==> config.mk <==
export PLATFORM = sky130hd
export DESIGN_NAME = chunked_adder_seq
export DESIGN_NICKNAME = d
export VERILOG_FILES = /design/src/rtl/chunked_adder_seq.sv
export SDC_FILE = /design/constraint.sdc
export NUM_CORES = 1
export LEC_CHECK = 0
export ABC_AREA = 0
export CORE_MARGIN = 2
export CORE_UTILIZATION = 50
export CTS_CLUSTER_SIZE = 10
export DETAILED_ROUTE_END_ITERATION = 7
export PLACE_DENSITY = 0.86
export RECOVER_POWER = 50
export SLEW_MARGIN = 25
export SYNTH_ARGS = -nofsm -noshare
export SYNTH_HDL_FRONTEND = slang
export SYNTH_SLANG_ARGS = --single-unit
export TNS_END_PERCENT = 1
==> constraint.sdc <==
create_clock -name clk -period 9.6 [get_ports clk]
set_clock_uncertainty 0.05 [all_clocks]
set_input_delay 1.44 -clock clk [delete_from_list [all_inputs] [get_ports clk]]
set_output_delay 1.44 -clock clk [all_outputs]
set_load 0.02 [all_outputs]
==> src/rtl/chunked_adder_seq.sv <==
// chunked_adder_seq: multi-cycle DATA_W-bit adder, one CHUNK_W slice per cycle, valid/ready on both sides
// Ports: clk, rst_n (async active-low); in_valid/in_ready with a, b, c_in; out_valid/out_ready with sum, c_out; busy.
// Optional SEQ_ADDER_SUB_EN adds input sub (a-b) and output ovf (signed overflow).
module chunked_adder_seq #(
  parameter int DATA_W  = 64,
  parameter int CHUNK_W = 16
) (
  input  logic              clk,
  input  logic              rst_n,
  input  logic              in_valid,
  output logic              in_ready,
  input  logic [DATA_W-1:0] a,
  input  logic [DATA_W-1:0] b,
  input  logic              c_in,
`ifdef SEQ_ADDER_SUB_EN
  input  logic              sub,
  output logic              ovf,
`endif
  output logic              out_valid,
  input  logic              out_ready,
  output logic [DATA_W-1:0] sum,
  output logic              c_out,
  output logic              busy
);
  localparam int NCHUNK = DATA_W / CHUNK_W;
  localparam int IDX_W  = NCHUNK > 1 ? $clog2(NCHUNK) : 1;
  if (DATA_W % CHUNK_W != 0) begin : g_bad_chunk
    $error("DATA_W must be a multiple of CHUNK_W");
  end
  typedef enum logic [1:0] {IDLE, RUN, DONE} state_t;
  state_t             state;
  logic [DATA_W-1:0]  a_r, b_r, b_in;
  logic [IDX_W-1:0]   idx;
  logic               carry, carry_in, last, msb_cin;
  logic [31:0]        base;
  logic [CHUNK_W:0]   slice;
`ifdef SEQ_ADDER_SUB_EN
  assign b_in     = sub ? ~b : b;
  assign carry_in = sub | c_in;
`else
  assign b_in     = b;
  assign carry_in = c_in;
`endif
  assign in_ready = state == IDLE;
  assign busy     = state != IDLE;
  assign base     = 32'(idx) * 32'(CHUNK_W);
  assign last     = idx == IDX_W'(NCHUNK - 1);
  assign slice    = {1'b0, a_r[base +: CHUNK_W]} + {1'b0, b_r[base +: CHUNK_W]} + (CHUNK_W+1)'(carry);
  // carry into the MSB, recovered from the MSB sum bit; only meaningful on the last slice
  assign msb_cin  = a_r[DATA_W-1] ^ b_r[DATA_W-1] ^ slice[CHUNK_W-1];
  always_ff @(posedge clk or negedge rst_n) begin
    if (!rst_n) begin
      state     <= IDLE;
      a_r       <= '0;
      b_r       <= '0;
      carry     <= 1'b0;
      idx       <= '0;
      sum       <= '0;
      c_out     <= 1'b0;
      out_valid <= 1'b0;
`ifdef SEQ_ADDER_SUB_EN
      ovf       <= 1'b0;
`endif
    end else begin
      case (state)
        IDLE: if (in_valid) begin
          a_r   <= a;
          b_r   <= b_in;
          carry <= carry_in;
          idx   <= '0;
          state <= RUN;
        end
        RUN: begin
          sum[base +: CHUNK_W] <= slice[CHUNK_W-1:0];
          carry                <= slice[CHUNK_W];
          if (last) begin
            c_out     <= slice[CHUNK_W];
`ifdef SEQ_ADDER_SUB_EN
            ovf       <= msb_cin ^ slice[CHUNK_W];
`endif
            out_valid <= 1'b1;
            state     <= DONE;
          end else begin
            idx <= idx + 1'b1;
          end
        end
        DONE: if (out_ready) begin
          out_valid <= 1'b0;
          state     <= IDLE;
        end
        default: state <= IDLE;
      endcase
    end
  end
`ifndef SEQ_ADDER_SUB_EN
  logic unused_msb_cin;
  assign unused_msb_cin = msb_cin;
`endif
endmodule

# Word level (Yosys, flattened, before mapping)
# Index checks and enable logic that the tools add are counted.
# Widths: inputs -> output; s select.
[op_classes]
add_sub_neg = 4
eq_ne = 7
n_shift = 4
muxes = 13
n_reduce_logical = 10
[op_table]
columns = ["cell", "count"]
rows = [
  ["$shiftx 64x7->16", 2],
  ["$bwmux 64", 1],
  ["$shift 16x34->64 const A", 1],
  ["$shiftx 16x34->64", 1],
  ["$neg 6->34", 1],
  ["$add 16x16->17", 1],
  ["$add 17x1->17", 1],
  ["$mux 2", 5],
  ["$reduce_and 3->1", 3],
  ["$ne 2x2->1 const B", 4],
  ["$pmux 2 s3", 1],
  ["$reduce_and 2->1", 3],
  ["$reduce_bool 2->1", 3],
  ["$eq 2x2->1 const B", 2],
  ["$pmux 1 s2", 2],
  ["$pmux 2 s2", 1],
  ["$mux 1", 3],
  ["$add 2x1->2 const B", 1],
  ["$eq 2x1->1 const B", 1],
  ["$logic_not 2->1", 1],
]
[word_totals]
regBits = 199
inputBits = 133
out_inout_bits = 68
elab_cells = 46

# Depth between registers and ports, before layout
[logic_depth]
depth_word = 5
mapped_depth = 11
ltp_nobuf = 9

# Worst setup path before layout
# No wires, ideal clock.
[synth_timing]
kind = "register to register"
from = "register idx[0]"
to = "register c_out"
setup_time_ps = 129
arrival_time_ps = 3618
required_ps = 9421
slack_ps = 5803
path_stages_with_launch = 12
path_buffers = 2
period_less_slack_ps = 3797
path_cell_list = "dfrtp_1 -> buf_2 -> buf_2 -> mux4_2 -> fa_1 -> fa_1 -> a21o_1 -> a221o_1 -> a221oi_2 -> nor3_1 -> a211oi_1 -> o21ai_0"
[synth_via]
elab_chain_cells = 3
elab_cells_between_ends = 6
classes_between = "add/sub (2); eq/ne (1); shift (2); reduce/logical (1)"
[synth_lines]
columns = ["item", "line_no", "rtl"]
rows = [
  ["from (decl)", "33", "logic [IDX_W-1:0] idx;"],
  ["from (signal assigned)", "84", "idx <= idx + 1'b1;"],
  ["$shiftx 64x7->16", "48", "assign slice = {1'b0, a_r[base +: CHUNK_W]} + {1'b0, b_r[base +: CHUNK_W]} + (CHUNK_W+1)'(carry);"],
  ["$add 16x16->17", "48", ""],
  ["$add 17x1->17", "48", ""],
  ["to (signal assigned)", "77", "c_out <= slice[CHUNK_W];"],
  ["to (decl)", "22", "output logic c_out,"],
]
# Parallel ways exist; a longest one is shown, timed or not.
# A chain may end at the register's enable or synchronous reset.

==> metrics.md <==
| Metric | Value |
|---|---|
| Outcome | `complete, but fails checks` |
| Failing checks | `capacitance limit, slew limit` |
| Clock sinks | `199` |
| Critical setup path kind | `input pin to async pin` |
| Post-synth EDFFs | `0` |
| Post-CTS Setup Inserts | `0` |
| Startpoint types | `input pin` |
| F_max | `0.190 GHz` |
| Clk pin slew, worst setup/hold paths | `0.07 ns` |
| Hold Path Class | `flop to flop` |
| Synth Net Count | `1033` |
| DRC | `0` |
| DR iter-0 viols | `626` |
| H-tree depth | `4` |
| Setup TNS | `0 ns` |
| Vias/cell | `5.55` |
| GPL Wtd Cong | `0.847` |
| Post-route ant nets | `0` |
| Post-DR wirelength/cell | `18.2 µm` |
| CP bufs+invs | `2` |
| Post-cts sizing count | `0` |
| Worst-margin pin slew | `3.83 ns` |
| Number of max-cap violations | `2` |
| Data required, critical path | `9.22 ns` |
| Max incr delay on CP | `2.76 ns` |
| Vias in the first global route | `7120` |
| Via count | `7164` |
| DP Wirelength | `16.4 mm` |
| CP top delay family | `buffers and inverters` |
| Leak pwr | `5.62 nW` |
| Final wirelength | `23.5 mm` |
| PortBufs | `200` |
| Total Die Area | `19000 µm²` |
| CTS Buffer Depth | `2` |
| Yosys warnings | `0` |
| Top_reg_cell synth | `dfrtp_1` |
| Final Cycle Share | `54.7%` |
| Pre-CTS setup slack | `5.49 ns` |
| GR Util All Layers | `24.9%` |
| Initial antenna violation count | `0` |
| Busiest grt layer | `met2` |
| Met2 usage | `40.6%` |
| Yosys reg bits | `199` |
| Dpl cells | `1261` |
| CP Capture Type | `async pin` |
| Non-Filler Instances | `1291` |
| CTS tree | `built` |
| Grt met3 use | `5.51%` |
| Final core occ | `66.0%` |
| Mapped cell area | `8980 µm²` |
| CTS root buf | `clkbuf_16` |
| Fin. max-slew vios | `123` |
| Slowest-stage cell, CP | `clkbuf_1` |
| Worst-path cell chain | `buf_8, clkbuf_1` |
| Synth cell types | `44` |
| Crit-path max FO | `126` |
| Synthesized area per cell | `10.2 µm²` |
| Share of layout cells above drive strength 1 | `7.25%` |
| Final worst slack | `4.34 ns` |
| Post-synth ARST share | `100%` |
| Tmin final | `5.26 ns` |
| CTS buffer count | `17` |
| First-pass GRT wire length | `37.6 mm` |
| Sequential fraction of the synthesis area | `55.5%` |
| Tot Pwr | `4.43 mW` |
| Starting Density | `50.5%` |
| Inserted Diodes | `0` |
| Core area | `17800 µm²` |
| Post-layout nets | `1207` |
| Layout area overhead | `30.6%` |
| Height of the chip | `138 µm` |
| First-pass detailed-route iteration total | `5` |
| Site Rows | `49` |
| Io pins | `201` |
| GRT met1 Usage | `33.1%` |
| VDD IR max | `228 µV` |
| Unrepaired setup endpoints after global routing | `false` |
| Cts hold-fix bufs | `0` |
| Post-Syn Instances | `877` |
| Grt ovf | `0` |
| Final Hold Viols | `0` |
| Largest net degree at the start of global routing | `127` |
| Clock network latency to the later pin of the worst-skew pair | `0.44 ns` |
| PwrDens | `378 nW/µm²` |
| Critical Path AT | `4.87 ns` |
| Final setup violation count | `0` |
| Slew Limit Headroom | `-155%` |
| Chip width | `138 µm` |
## logic make-up (layout without fill, tap and decap cells)
logic type	count (synthesis)	in the layout	synth area share, %
compound gates	117	117	10.2
xor+xnor	12	12	1.17
fa+ha+maj	23	23	3.37
buf+inv	62	247	2.76
flops	199	199	55.5
mux	32	32	8.03
simple gates	432	432	19.0
## layer usage
layer | up-vias | wire length, µm
met1 | 3480 | 9620
met5 | - | 0
met2 | 336 | 11500
met3 | 44 | 1590
li1 | 3304 | -
met4 | 0 | 747
## worst paths after layout
path,from,to,slack [ns],cells past startpoint
min in group asynchronous,rst_n,b_r[63],1.03,1
worst min register to register,b_r[59],b_r[59],0.42,2
worst max register to register,idx[0],carry,5.50,10
worst max-delay path,rst_n,sum[6],4.34,2
worst min-delay path,b_r[59],b_r[59],0.42,2
max in group clk,in_valid,a_r[29],5.05,5
## sequential cells by signal (all words and copies together) (netlist names)
register / count
a_r: 64
out_valid: 1
sum: 64
b_r: 64
idx: 2
state: 2
c_out: 1
carry: 1
## cells in the mapped netlist (all sizes together) (5+ instances only)
library cell  instances  area [µm²]
a21oi                15        75.1
a22o                 60         526
buf                  13        63.8
clkbuf               36         135
dfrtp               199        4980
ha                   21         263
inv                  13        48.8
mux4                 32         721
nand2               407        1530
o21ai                16        80.1
xnor2                 7        61.3
xor2                  5        43.8
## cell usage in the layout, fill, tap and decap left out, types with 2 or more instances in the layout
cell type,instances
and3_1,3
nand2_1,406
a211oi_1,2
o2111ai_1,2
a221oi_1,2
mux4_2,32
inv_1,13
nor4b_4,2
nand3_1,4
clkdlybuf4s50_1,195
nand2b_1,2
xor2_1,5
nor2b_1,2
buf_4,2
o21ai_0,15
a21oi_1,15
ha_1,21
a21o_1,3
dfrtp_2,2
xnor2_1,7
dfrtp_1,197
fa_1,2
bufinv_16,3
clkbuf_8,2
a22o_1,60
o31ai_1,2
clkinvlp_4,3
nor3_4,2
clkinv_2,2
nand4_1,2
nor3_1,2
o211ai_1,3
nor2_1,4
dlygate4sd3_1,4
clkinv_4,2
clkbuf_16,17
## through the flow
stage / hold slack [ns] / instance area, µm²
6_report: 0.423 / 11700
5_1_grt: 0.448 / 11700
4_1_cts: 0.425 / 11700
3_5_place_dp: 0.408 / 11100
3_3_place_gp: 0.403 / 11100
2_1_floorplan: 0.390 / 8980
## final cells by class
type                            instances  area, µm²
Multi-Input combinational cell        616       3770
Clock inverter                         11        149
Sequential cell                       199       4980
Timing Repair Buffer                  204       2040
Tap cell                              229        287
Inverter                               13       48.8
Clock buffer                           19        453
Fill cell                            1332       6050
## report_power, final
part           leakage [nW]  switching, mW  internal [mW]
clock                 0.287          0.315          0.421
combinational          2.77           1.41          0.911
sequential             2.56          0.205           1.17
## worst register-to-register path: stages (launching register included)
cell,delay (ns)
dfrtp_2,0.34
buf_4,0.60
mux4_2,0.64
fa_1,0.47
fa_1,0.43
a21o_1,0.22
a221o_1,0.36
a221oi_2,0.37
nor3_1,0.10
a211oi_1,0.27
o21ai_0,0.11
Note: power is estimated with default switching activity, not from simulation.
